`src/rtl/uart_pkg.sv`:
```
// Shared types and helpers for the UART bit timer: FSM state encoding,
// minimum divisor and frame-length calculation.
package uart_pkg;

  typedef enum logic [1:0] {
    ST_IDLE = 2'd0,
    ST_HALF = 2'd1,
    ST_RUN  = 2'd2
  } state_e;

  localparam int unsigned MIN_DIV = 2;

  // Per-frame settings captured when a start is accepted
  typedef struct packed {
    logic       rx;
    logic [3:0] n;
  } frame_cfg_t;

  // Start + data + optional parity + stop bits; always in 9..12
  function automatic logic [3:0] frame_len(input logic eight, input logic pen,
                                           input logic stop2);
    logic [3:0] len;
    len = 4'd1 + (eight ? 4'd8 : 4'd7) + {3'd0, pen} + (stop2 ? 4'd2 : 4'd1);
    return len;
  endfunction

endpackage

```
`src/rtl/uart_baud_div.sv`:
```
// Free-running divisor counter: ticks when it reaches target-1 and wraps to
// zero on that same cycle.
module uart_baud_div #(
  parameter int W = 19
) (
  input  logic         clk,
  input  logic         reset,
  input  logic         clr,
  input  logic         en,
  input  logic [W-1:0] target,
  output logic         tick
);

  logic [W-1:0] cnt_q;
  logic [W-1:0] cnt_d;
  logic         hit_s;

  // Terminal-count decode of the registered counter
  always_comb begin
    hit_s = (cnt_q == (target - W'(1)));
    tick  = en & hit_s;
  end

  // Next counter value: clear, wrap on terminal count, or advance
  always_comb begin
    cnt_d = cnt_q;
    if (clr) begin
      cnt_d = '0;
    end else if (en) begin
      if (hit_s) begin
        cnt_d = '0;
      end else begin
        cnt_d = cnt_q + W'(1);
      end
    end else begin
      cnt_d = cnt_q;
    end
  end

  // Counter register
  always_ff @(posedge clk or posedge reset) begin
    if (reset) begin
      cnt_q <= '0;
    end else begin
      cnt_q <= cnt_d;
    end
  end

endmodule

```
`src/rtl/uart_bit_timer.sv`:
```
// UART bit timer: produces bit-time-up pulses for one frame, at end of each
// bit (TX) or mid-bit (RX, via an initial half-bit phase).
module uart_bit_timer
  import uart_pkg::*;
#(
  parameter int DIV_W = 19,
  parameter int CNT_W = 4
) (
  input  logic             clk,
  input  logic             reset,
  input  logic             start,
  input  logic             abort,
  input  logic [DIV_W-1:0] baud_div,
  input  logic             mode,
  input  logic             eight,
  input  logic             pen,
  input  logic             stop2,
  output logic             btu,
  output logic [CNT_W-1:0] bit_idx,
  output logic             busy,
  output logic             done
);

  state_e           state_q, state_d;
  frame_cfg_t       cfg_q, cfg_d;
  logic [DIV_W-1:0] div_q, div_d;
  logic [CNT_W-1:0] idx_q, idx_d;
  logic             done_q, done_d;

  logic             accept_s;
  logic             busy_s;
  logic             tick_s;
  logic             last_s;
  logic             clr_s;
  logic [DIV_W-1:0] target_s;
  logic [DIV_W-1:0] div_clamp_s;
  logic [CNT_W-1:0] n_ext_s;

  // FSM state register
  always_ff @(posedge clk or posedge reset) begin
    if (reset) begin
      state_q <= ST_IDLE;
    end else begin
      state_q <= state_d;
    end
  end

  // FSM next-state logic; abort wins over both start and the final tick
  always_comb begin
    state_d = state_q;
    case (state_q)
      ST_IDLE: begin
        if (accept_s) begin
          state_d = mode ? ST_HALF : ST_RUN;
        end else begin
          state_d = ST_IDLE;
        end
      end
      ST_HALF: begin
        if (abort) begin
          state_d = ST_IDLE;
        end else if (tick_s) begin
          state_d = ST_RUN;
        end else begin
          state_d = ST_HALF;
        end
      end
      ST_RUN: begin
        if (abort || last_s) begin
          state_d = ST_IDLE;
        end else begin
          state_d = ST_RUN;
        end
      end
      default: state_d = ST_IDLE;
    endcase
  end

  // FSM outputs and frame-end decode
  always_comb begin
    busy_s   = (state_q != ST_IDLE);
    accept_s = (state_q == ST_IDLE) & start & ~abort;
    n_ext_s  = CNT_W'(cfg_q.n);
    last_s   = tick_s & (idx_q == (n_ext_s - CNT_W'(1)));
    clr_s    = accept_s | abort;
  end

  // Half-bit phase only exists for RX; afterwards one full bit per tick
  always_comb begin
    if ((state_q == ST_HALF) && cfg_q.rx) begin
      target_s = div_q >> 1;
    end else begin
      target_s = div_q;
    end
  end

  // Configuration capture and bit index / done next-state
  always_comb begin
    div_clamp_s = (baud_div < DIV_W'(MIN_DIV)) ? DIV_W'(MIN_DIV) : baud_div;
    cfg_d       = cfg_q;
    div_d       = div_q;
    idx_d       = idx_q;
    if (accept_s) begin
      cfg_d.rx = mode;
      cfg_d.n  = frame_len(eight, pen, stop2);
      div_d    = div_clamp_s;
      idx_d    = '0;
    end else if (tick_s && (idx_q != n_ext_s)) begin
      idx_d = idx_q + CNT_W'(1);
    end else begin
      idx_d = idx_q;
    end
    done_d = last_s & ~abort;
  end

  // Configuration, bit index and done registers
  always_ff @(posedge clk or posedge reset) begin
    if (reset) begin
      cfg_q  <= '0;
      div_q  <= '0;
      idx_q  <= '0;
      done_q <= 1'b0;
    end else begin
      cfg_q  <= cfg_d;
      div_q  <= div_d;
      idx_q  <= idx_d;
      done_q <= done_d;
    end
  end

  uart_baud_div #(
    .W(DIV_W)
  ) u_baud_div (
    .clk   (clk),
    .reset (reset),
    .clr   (clr_s),
    .en    (busy_s),
    .target(target_s),
    .tick  (tick_s)
  );

  // Output drive
  always_comb begin
    btu     = tick_s;
    bit_idx = idx_q;
    busy    = busy_s;
    done    = done_q;
  end

endmodule

```
`config.mk`:
```
export PLATFORM = sky130hd
export DESIGN_NAME = uart_bit_timer
export DESIGN_NICKNAME = d
export VERILOG_FILES = /design/src/rtl/uart_pkg.sv /design/src/rtl/uart_baud_div.sv /design/src/rtl/uart_bit_timer.sv
export SDC_FILE = /design/constraint.sdc
export NUM_CORES = 1
export LEC_CHECK = 0
export ABC_AREA = 1
export CORE_MARGIN = 2
export CORE_UTILIZATION = 29
export DETAILED_ROUTE_END_ITERATION = 6
export HOLD_SLACK_MARGIN = 0.12
export PLACE_DENSITY = 0.52
export SLEW_MARGIN = 20
export SYNTH_ARGS = -nofsm -noshare
export SYNTH_HDL_FRONTEND = slang
export SYNTH_SLANG_ARGS = --single-unit
```
`constraint.sdc`:
```
create_clock -name clk -period 4.88 [get_ports clk]
set_input_delay 0.488 -clock clk [delete_from_list [all_inputs] [get_ports clk]]
set_output_delay 0.488 -clock clk [all_outputs]
set_load 0.01 [all_outputs]
```
== Word level (Yosys, flattened, before mapping) ==
Cells that the tools add are included.
Operators by class
  add/sub/neg operators: 7
  order comparisons: 1
  eq/ne operators: 5
  mux-type cells: 15
  bitwise gates (word level): 7
  reductions and logical operators: 7
Operators by type and width (number)
  $mux W19: 5
  $add A19 B1 Y19 const B: 1
  $eq A19 B19 Y1: 1
  $lt A19 B2 Y1 const B: 1
  $sub A19 B1 Y19 const B: 1
  $mux W2: 6
  $mux W4: 3
  $pmux W2 S3: 1
  $reduce_bool A2 Y1: 3
  $and A1 B1 Y1: 5
  $add A1 B4 Y4 const A: 1
  $add A4 B1 Y4: 1
  $add A4 B1 Y4 const B: 1
  $add A4 B2 Y4: 1
  $eq A4 B4 Y1: 1
  $ne A4 B4 Y1: 1
  $sub A4 B1 Y4 const B: 1
  $eq A2 B1 Y1 const B: 1
  $eq A2 B2 Y1 const B: 1
  $logic_and A1 B1 Y1: 2
  $logic_not A2 Y1: 1
  $logic_or A1 B1 Y1: 1
  $not A1 Y1: 1
  $or A1 B1 Y1: 1
Storage, ports and cells
  flip-flop bits (word level): 50
  output and inout port bits: 7
  logic and storage cells: 49

== Longest topological paths before layout ==
Gate-level depths: netlist of run 1.
  depth in word-level cells: 10
  gate-level depth with buffers: 22
  gate-level depth less buffers: 21

== Modules after synthesis ==
Synthesis of run 1 repeated with hierarchy kept, for this count alone.
Unflattened totals
  cell total of the unflattened synthesis: 668
  area total of the unflattened synthesis: 4231.6 um^2
By module, submodules not included
  uart_baud_div: times used 1, cells an instance 411, area an instance 2303.5 um^2, sequential area each 475.5 um^2
  uart_bit_timer: times used 1, cells an instance 257, area an instance 1928.1 um^2, sequential area each 775.7 um^2

== Worst setup path after synthesis of run 1 ==
No wires, ideal clock.
  kind: flip-flop to output port
  from: reg state_q[1]
  to: out btu
  arrival: 2.198 ns
  required time: 4.392 ns
  path slack: 2.194 ns
  stages on the path, launching flop included: 15
  path buffers: 0
  path through: dfrtp_1 > inv_2 > nand3_4 > o21ai_1 > ha_1 > nand3_1 > nor2_2 > nand2_2 > nor2_1 > nand3_1 > nand2_1 > nand2_1 > nor2_1 > nand3_1 > nor3_1
On the way
  word-level cells in the longest chain between the ends: 6
  elaborated cells between the ends (all ways): 7
Ends and longest elaborated chain
  from (decl): line uart_bit_timer.sv:24  | state_e state_q, state_d;
  from (signal assigned): line uart_bit_timer.sv:44  | state_q <= state_d;
  $eq A2 B1 Y1: line uart_bit_timer.sv:90  | if ((state_q == ST_HALF) && cfg_q.rx) begin
  $logic_and A1 B1 Y1: line uart_bit_timer.sv:90
  $mux W19: line uart_bit_timer.sv:90
  $sub A19 B1 Y19: line uart_baud_div.sv:20  | hit_s = (cnt_q == (target - W'(1)));
  $eq A19 B19 Y1: line uart_baud_div.sv:20
  $and A1 B1 Y1 (*): line uart_baud_div.sv:21  | tick = en & hit_s;
  to (decl): line uart_bit_timer.sv:18  | output logic btu,
Mark *: on every way between the ends. The rest lies on a longest branch, timed or not.

== Worst setup path in the final report of run 1 ==
  from: reg cfg_q[4] (netlist bit)
  to: out btu
On the way
  word-level cells in the longest chain between the ends: 5
Ends and longest elaborated chain
  from (decl): line uart_bit_timer.sv:25  | frame_cfg_t cfg_q, cfg_d;
  from (signal assigned): line uart_bit_timer.sv:124  | cfg_q <= cfg_d;
  $logic_and A1 B1 Y1: line uart_bit_timer.sv:90
  $mux W19: line uart_bit_timer.sv:90
  $sub A19 B1 Y19: line uart_baud_div.sv:20
  $eq A19 B19 Y1: line uart_baud_div.sv:20
  $and A1 B1 Y1: line uart_baud_div.sv:21
No other way between the ends.

==> results of run 1 <==
[power by group through the flow]
stage	sequential (mW)	clock [mW]	combinational (mW)
after CTS	0.520	0.436	0.650
after global routing	0.530	0.449	0.740
after detailed placement	0.528	0	0.646
final	0.520	0.424	0.649
after global placement	0.526	0	0.647
after floorplan	0.504	0	0.512
[per-layer routing]
metal | part of all wire | vias up | global-route usage
met3 | 0.042 | 11 | 0.0238
met2 | 0.46 | 74 | 0.250
li1 | - | 2089 | -
met5 | 0 | - | 0
met4 | 0.013 | 0 | 0.0356
met1 | 0.48 | 1853 | 0.210
[path summary, 6_finish.rpt]
kind | startpoint | endpoint | cells past startpoint
setup / recovery | cfg_q[4] | btu | 13
hold reg to reg | div_q[12] | div_q[12] | 2
max in group asynchronous | reset | u_baud_div.cnt_q[11] | 2
setup reg to reg | cfg_q[4] | u_baud_div.cnt_q[10] | 14
hold / removal | div_q[12] | div_q[12] | 2
min in group asynchronous | reset | u_baud_div.cnt_q[3] | 2
[state kept, by name, indices dropped and copies added, names as in the netlist]
| name | count |
|---|---|
| state_q | 2 |
| u_baud_div.cnt_q | 19 |
| div_q | 19 |
| cfg_q | 1 |
| bit_idx | 4 |
| done | 1 |
| n_ext_s | 4 |
[tightest hold or removal path, delay by kind of cell (launching register included)]
family / cells / cell delay, ps
AND/OR/NAND/NOR: 2 / 110
flip-flops: 1 / 370
[cell usage in the layout, fill, tap and decap left out, drive strengths merged, types with 2 or more instances in the layout]
cell type	instances
inv	78
nor2	64
o21bai	2
nand3	76
clkinv	2
a21oi	6
clkdlybuf4s50	33
nand2	212
ha	10
clkbuf	5
xor2	29
buf	2
dfrtp	50
nand4	24
o21ai	38
nor3	8
nor4	5
xnor2	10
[kinds of logic after synthesis]
| group | Yosys count | share of synthesized area |
|---|---|---|
| DFF | 50 | 0.290 |
| buffers and inverters | 97 | 0.0946 |
| AOI/OAI and AO/OA | 49 | 0.0699 |
| and+or+nand+nor | 392 | 0.427 |
| adders and majority gates | 11 | 0.0337 |
| xor gates and xnor gates | 40 | 0.0844 |
[final cells by class]
class                      count  area, sq um
multi-input combinational    492         2650
fill                        1639         9590
clock buffer                   5          125
clock inverter                 3         47.5
sequential                    50         1250
tap                          184          230
inverter                      78          294
timing repair buffer          35          345
==> reports/qor.csv, run 1 <==
stage,metric,value,unit
timing,relSlewSlack,0.409,
die,die-area,0.0159,sq mm
worst_setup_path,required,4390,ps
die,num_io_pins,34,
yosys,synth_ff_type,dfrtp_1,
cts,hold_buffers,0,
timing,maxSlewViolCount,0,
global_routing,grt_max_degree,51,
timing,tightestPinTransition,885,ps
worst_setup_path,end_kind,output port,
drt,wl_per_cell,13.7,microns
cts,path_clk_slew,80,ps
cts,cts.path.max_buffers,2,
timing,finalClockSkew,11.6,ps
drt,drc_errors,0,
power,power_frac_clock,0.266,
yosys,synth_seq_area_share,0.290,
min_path,hold_class,flop to flop,
yosys,syn_area,0.00431,sq mm
yosys,ys_ff_latch,50,
timing,worst_slack,534,ps
yosys,synth-edff-count,0,
yosys,yosysTopAreaCell,dfrtp_1,
power,sw_frac_of_total,0.415,
timing,hold_ws,506,ps
timing,fin_crit_sh,0.891,
cts,cts_buffers,5,
timing,hold_violations,0,
die,core,0.0145,sq mm
drt,drtIter0Drc,213,
worst_setup_path,startpoint_type,flop,
yosys,syn_avg_cell_area,6.75,sq um
global_routing,grt_pass1_wl,19.4,mm
power,pwr-share-comb,0.407,
status,run_status,"finished, final reports clean",
cells_and_area,fin_nets,700,
drt,dr_total_vias,4027,
placement,hpwlAfterDp,9.35,mm
worst_setup_path,path_buf_inv,1,
placement,io_buffers,33,
cells_and_area,postLayoutCellArea,0.00495,sq mm
worst_setup_path,slowest_stage,dfrtp_1,
placement,dp_slack,796,ps
worst_setup_path,path_common_cell,nand2_1,
power,p_int,931,uW
worst_setup_path,r2r_slack,1300,ps
worst_setup_path,slowest_delay,740,ps
cts,clk_latency,310,ps
drt,routed_wl,11.6,mm
worst_setup_path,path_cells,nand3_4 -> o21ai_1 -> nand3_2 -> nor2_2 -> nand2_1 -> nor2_1 -> nand2_1 -> nand2_1 -> nand2_1 -> nor2_1 -> nand3_1 -> nor3_1 -> clkdlybuf4s50_1,
timing,fmax,230,MHz
global_routing,grt_use_total,0.152,
power,power.density,322,mW/mm^2
yosys,synth_area_leaders,"dfrtp_1 (29%), nand2_1 (17%), nand3_1 (7.9%), inv_1 (6.2%), xor2_1 (5.9%)",
cts,tritoncts,built,
die,start_util,0.297,
cts,cts_root_buf,clkbuf_16,
cells_and_area,diodes,0,
timing,grt_setup_unrepaired,false,
worst_setup_path,crit_type,flop to output port,
yosys,netlist_instances,639,
yosys,synth_common_cells,"nand2_1 (198), inv_1 (71), nand3_1 (68)",
yosys,yosys_warnings,0,
yosys,yosysTopAreaCellShare,0.290,
cells_and_area,final_core_util,0.340,
cts,cts_resized,0,
die,fp.dieH,126,microns
drt,vias_per_cell,4.75,
worst_setup_path,critical-path-top-delay-family,simple AND/OR/NAND/NOR gates,
cells_and_area,drive_above_1_share,0.106,
flow_run,drv_cap,0,
placement,placed_area,0.00477,sq mm
power,p_seq_frac,0.326,
yosys,syn_nets,677,
worst_setup_path,crit_arrival,3860,ps
cells_and_area,syn_to_final_growth,14.7,%
yosys,yosysMostFrequentCell,nand2_1,
placement,routabilityCongestion,0.912,
drt,ant_nets,0,
global_routing,antenna_found_initial,0,
global_routing,grt_pass1_vias,3862,
yosys,netlist-cell-type-count,38,
power,p_switching,662,uW
power,peakVddDrop,0.136,mV
drt,dr.pass1.iters,4,
timing,tns,0,ps
power,power,1.59,mW
cts,cts_sinks,50,
die,fp.dieW,126,microns
yosys,synth-async-reset-ratio,1.00,
timing,setup_viol,0,
power,p_leak,2.32,nW
cells_and_area,fin_cells,847,
die,rows,44,
cts,post-cts-setup-buffers,0,
placement,dp_cells,839,
global_routing,grt_overflow,0,
timing,fin_crit,4350,ps
worst_setup_path,critical_path.max_fanout,25,
cts,htree_num_levels,2,
Note: power is estimated with default switching activity, not from simulation.
==> run 2: changes to the inputs <==
- CORE_UTILIZATION: 29 -> 40
- PLACE_DENSITY: 0.52 -> 0.65
==> reports/qor.csv, run 2 (synthesis results as in run 1) <==
stage,metric,value,unit
timing,hold_violations,0,
timing,fin_crit_sh,0.898,
worst_setup_path,required,4390,ps
cells_and_area,drive_above_1_share,0.104,
placement,placed_area,0.00471,sq mm
min_path,hold_class,flop to flop,
global_routing,grt_use_total,0.207,
cts,cts_sinks,50,
drt,drtIter0Drc,263,
die,start_util,0.414,
global_routing,grt_max_degree,51,
cells_and_area,fin_nets,700,
drt,wl_per_cell,14.1,microns
global_routing,grt_pass1_vias,3949,
status,run_status,"finished, final reports clean",
worst_setup_path,crit_arrival,3900,ps
cts,cts_resized,0,
timing,setup_viol,0,
power,power_frac_clock,0.186,
placement,io_buffers,33,
cts,hold_buffers,0,
global_routing,grt_pass1_wl,19.0,mm
die,die-area,0.0116,sq mm
cts,cts_buffers,5,
drt,routed_wl,11.3,mm
global_routing,met1_usage,0.277,
die,fp.dieW,108,microns
cells_and_area,postLayoutCellArea,0.00480,sq mm
die,num_io_pins,34,
placement,hpwlAfterDp,9.05,mm
flow_run,drv_cap,0,
power,pwr-share-comb,0.452,
die,fp.dieH,108,microns
worst_setup_path,critical_path.max_fanout,25,
cts,post-cts-setup-buffers,0,
cells_and_area,layout_common_cells,"nand2_1 (198), inv_1 (70), nand3_1 (68)",
timing,fin_crit,4380,ps
cells_and_area,seqCellArea,0.00125,sq mm
worst_setup_path,crit_type,flop to output port,
drt,vias_per_cell,5.14,
power,p_seq_frac,0.362,
global_routing,antenna_found_initial,0,
global_routing,met3_usage,0.0224,
power,p_int,790,uW
cts,htree_num_levels,2,
drt,drc_errors,0,
power,sw_frac_of_total,0.449,
power,power,1.43,mW
timing,relSlewSlack,0.410,
cells_and_area,syn_to_final_growth,11.4,%
die,rows,37,
drt,dr_total_vias,4106,
placement,routabilityCongestion,0.943,
cells_and_area,fillers,1103,
cells_and_area,diodes,0,
power,p_switching,643,uW
cts,cts_root_buf,clkbuf_8,
timing,finalClockSkew,6.85,ps
cells_and_area,multi_input_area,0.00265,sq mm
timing,tightestPinTransition,884,ps
power,p_leak,2.28,nW
cells_and_area,layout_commonest_cell,nand2_1,
cells_and_area,reg_top3,"div_q: 19 flops, u_baud_div.cnt_q: 19 flops",
cts,clk_latency,320,ps
die,core,0.0104,sq mm
timing,maxSlewViolCount,0,
worst_setup_path,end_kind,output port,
global_routing,grt_busiest_layer,met2,
global_routing,met2_usage,0.346,
cts,cts.path.max_buffers,2,
cts,tritoncts,built,
power,power.density,298,mW/mm^2
power,peakVddDrop,0.144,mV
drt,dr.pass1.iters,5,
drt,ant_nets,0,
timing,grt_setup_unrepaired,false,
worst_setup_path,startpoint_type,flop,
timing,fmax,228,MHz
global_routing,grt_overflow,0,
cts,path_clk_slew,100,ps
timing,tns,0,ps
==> run 2: cell types whose count changed in the layout (fill, tap and decap cells not counted), sizes merged <==
cell,delta
bufinv,-1
clkbuf,+1
==> run 2: final timing paths <==
path                               start  cells after the start  slack, ps              endpoint
worst max register to register  cfg_q[4]                     14       1270  u_baud_div.cnt_q[10]
min in group asynchronous          reset                      2        640   u_baud_div.cnt_q[1]
worst min-delay path            div_q[7]                      2        520              div_q[7]
worst max-delay path            cfg_q[4]                     14        500                   btu
max in group asynchronous          reset                      2       3730            bit_idx[2]
worst min register to register  div_q[7]                      2        520              div_q[7]
==> run 2: through the flow <==
stage / hold WS (ps) / worst slack (ps) / utilization / std cells
finish: 521 / 497 / 0.461 / 799
global route: 546 / 87.4 / 0.461 / 799
CTS: 520 / 491 / 0.461 / 799
detailed placement: 495 / 867 / 0.452 / 791
global placement: 490 / 995 / 0.452 / 791
floorplan: 464 / 2190 / - / 639
==> run 2: layout make-up <==
cell class	count	share of cell area
Clock inverter	2	0.00365
Timing Repair Buffer	35	0.0719
Multi-Input combinational cell	492	0.552
Clock buffer	6	0.0151
Tap cell	136	0.0354
Sequential cell	50	0.260
Inverter	78	0.0612
==> run 2: worst max-delay path: stages (launching register included) <==
cell             delay [ps]
dfrtp_1                 770
nand3_4                 350
o21ai_1                 310
ha_1                    250
nand3_1                 110
nor2_2                  200
nand2_2                 150
nor2_4                  130
nand4_1                  80
nand2_1                  70
nand2_1                  80
inv_1                    80
nand4_1                 140
nor3_1                  260
clkdlybuf4s50_1         580
==> run 2: power by group through the flow <==
stage,clock [mW],combinational [mW],sequential [mW]
6_report,0.267,0.647,0.519
5_1_grt,0.289,0.735,0.529
4_1_cts,0.269,0.645,0.518
3_5_place_dp,0,0.642,0.527
3_3_place_gp,0,0.639,0.524
2_1_floorplan,0,0.512,0.504
==> run 2: per-layer routing <==
metal | up-vias | wire length [microns] | share of wire
li1 | 2088 | - | -
met3 | 17 | 373 | 0.033
met5 | - | 0 | 0
met2 | 94 | 5140 | 0.46
met4 | 0 | 295 | 0.026
met1 | 1907 | 5440 | 0.48
==> run 3: changes to the inputs <==
- CTS_BUF_LIST: not set -> sky130_fd_sc_hd__clkbuf_2 sky130_fd_sc_hd__clkbuf_4 sky130_fd_sc_hd__clkbuf_8
==> reports/qor.csv, run 3 (synthesis results as in run 1) <==
stage,metric,value,unit
status,run_status,"finished, final reports clean",
timing,fin_crit_sh,0.900,
worst_setup_path,startpoint_type,flop,
power,p_switching,642,uW
cts,hold_buffers,0,
cells_and_area,fin_nets,700,
worst_setup_path,slowest_stage,dfrtp_1,
cells_and_area,syn_to_final_growth,11.5,%
timing,grt_setup_unrepaired,false,
die,die-area,0.0116,sq mm
worst_setup_path,slowest_delay,740,ps
timing,hold_ws,523,ps
placement,hpwlAfterDp,9.05,mm
timing,maxSlewViolCount,0,
cts,htree_num_levels,2,
drt,dr_total_vias,4106,
drt,wl_per_cell,14.1,microns
die,num_io_pins,34,
cts,clk_latency,320,ps
die,rows,37,
timing,tns,0,ps
global_routing,grt_overflow,0,
power,p_int,796,uW
power,p_seq_frac,0.361,
power,sw_frac_of_total,0.447,
die,fp.dieW,108,microns
worst_setup_path,path_cells,nand3_4 -> o21ai_1 -> ha_1 -> nand3_1 -> nor2_2 -> nand3_1 -> nand2_1 -> nand2_1 -> nor2_1 -> nand2_1 -> nor2_1 -> nand4_1 -> nor3_1 -> clkdlybuf4s50_1,
placement,dp_slack,867,ps
timing,relSlewSlack,0.407,
cts,cts_buffers,5,
power,p_leak,2.28,nW
drt,dr.pass1.iters,5,
global_routing,grt_pass1_wl,19.0,mm
placement,dp_cells,791,
global_routing,antenna_found_initial,0,
cells_and_area,diodes,0,
worst_setup_path,end_kind,output port,
cts,cts_resized,0,
drt,drc_errors,0,
worst_setup_path,crit_arrival,3910,ps
power,power_frac_clock,0.189,
timing,setup_viol,0,
timing,finalClockSkew,6.90,ps
placement,routabilityCongestion,0.943,
timing,hold_violations,0,
cells_and_area,reg_top3,"div_q: 19 flops, u_baud_div.cnt_q: 19 flops",
drt,drtIter0Drc,244,
power,peakVddDrop,0.145,mV
power,power.density,299,mW/mm^2
cts,path_clk_slew,100,ps
drt,routed_wl,11.3,mm
cells_and_area,layout_common_cells,"nand2_1 (198), inv_1 (70), nand3_1 (68)",
worst_setup_path,required,4390,ps
cells_and_area,layout_commonest_cell,nand2_1,
cts,cts_sinks,50,
placement,io_buffers,33,
worst_setup_path,critical_path.max_fanout,25,
cts,cts_root_buf,clkbuf_8,
cts,post-cts-setup-buffers,0,
timing,fmax,228,MHz
worst_setup_path,crit_type,flop to output port,
drt,vias_per_cell,5.14,
min_path,hold_class,flop to flop,
worst_setup_path,path_common_cell,nand2_1,
timing,worst_slack,487,ps
cts,tritoncts,built,
power,pwr-share-comb,0.450,
flow_run,drv_cap,0,
global_routing,grt_pass1_vias,3956,
drt,ant_nets,0,
global_routing,grt_max_degree,51,
cells_and_area,fin_cells,799,
global_routing,grt_use_total,0.207,
die,start_util,0.414,
timing,fin_crit,4390,ps
die,core,0.0104,sq mm
cts,cts.path.max_buffers,2,
die,fp.dieH,108,microns
cells_and_area,drive_above_1_share,0.106,
timing,tightestPinTransition,889,ps
power,power,1.44,mW
[run 3: power groups by stage]
stage / clock (mW) / sequential (mW) / combinational (mW)
2_1_floorplan: 0 / 0.504 / 0.512
3_3_place_gp: 0 / 0.524 / 0.639
3_5_place_dp: 0 / 0.527 / 0.642
4_1_cts: 0.274 / 0.518 / 0.645
5_1_grt: 0.295 / 0.529 / 0.735
6_report: 0.272 / 0.519 / 0.647
[run 3: metal layers]
layer	wire length, microns	share of wire	GRT usage
met1	5400	0.48	0.277
met2	5150	0.46	0.347
met3	413	0.037	0.0224
met4	293	0.026	0.0742
met5	0	0	0
[run 3: worst max-delay path, delay by kind of cell (launching register included)]
kind | cells | cell delay, ps
buf+inv | 1 | 580
fa+ha+maj | 1 | 250
flops | 1 | 740
simple gates | 11 | 1690
compound gates | 1 | 320
[run 3: worst paths after layout]
check,start,end,slack (ps),depth (start not counted)
setup / recovery,state_q[0],btu,490,14
hold / removal,div_q[7],div_q[7],520,2
setup reg to reg,state_q[0],u_baud_div.cnt_q[10],1270,14
hold reg to reg,div_q[7],div_q[7],520,2
max in group asynchronous,reset,bit_idx[2],3730,2
min in group asynchronous,reset,u_baud_div.cnt_q[1],640,2
[run 3: stage by stage]
stage                     utilization  area [sq um]
after floorplan                     -          4310
after global placement          0.452          4710
after detailed placement        0.452          4710
after CTS                       0.462          4810
after global routing            0.462          4810
final                           0.462          4810
[run 3: area by class of cell]
class,count,area (sq um)
clock buffers,6,76.3
multi-input cells,492,2650
fillers,1102,5610
repair buffers,35,345
inverters,78,294
flip-flops and latches,50,1250
clock inverters,2,17.5
well taps,136,170
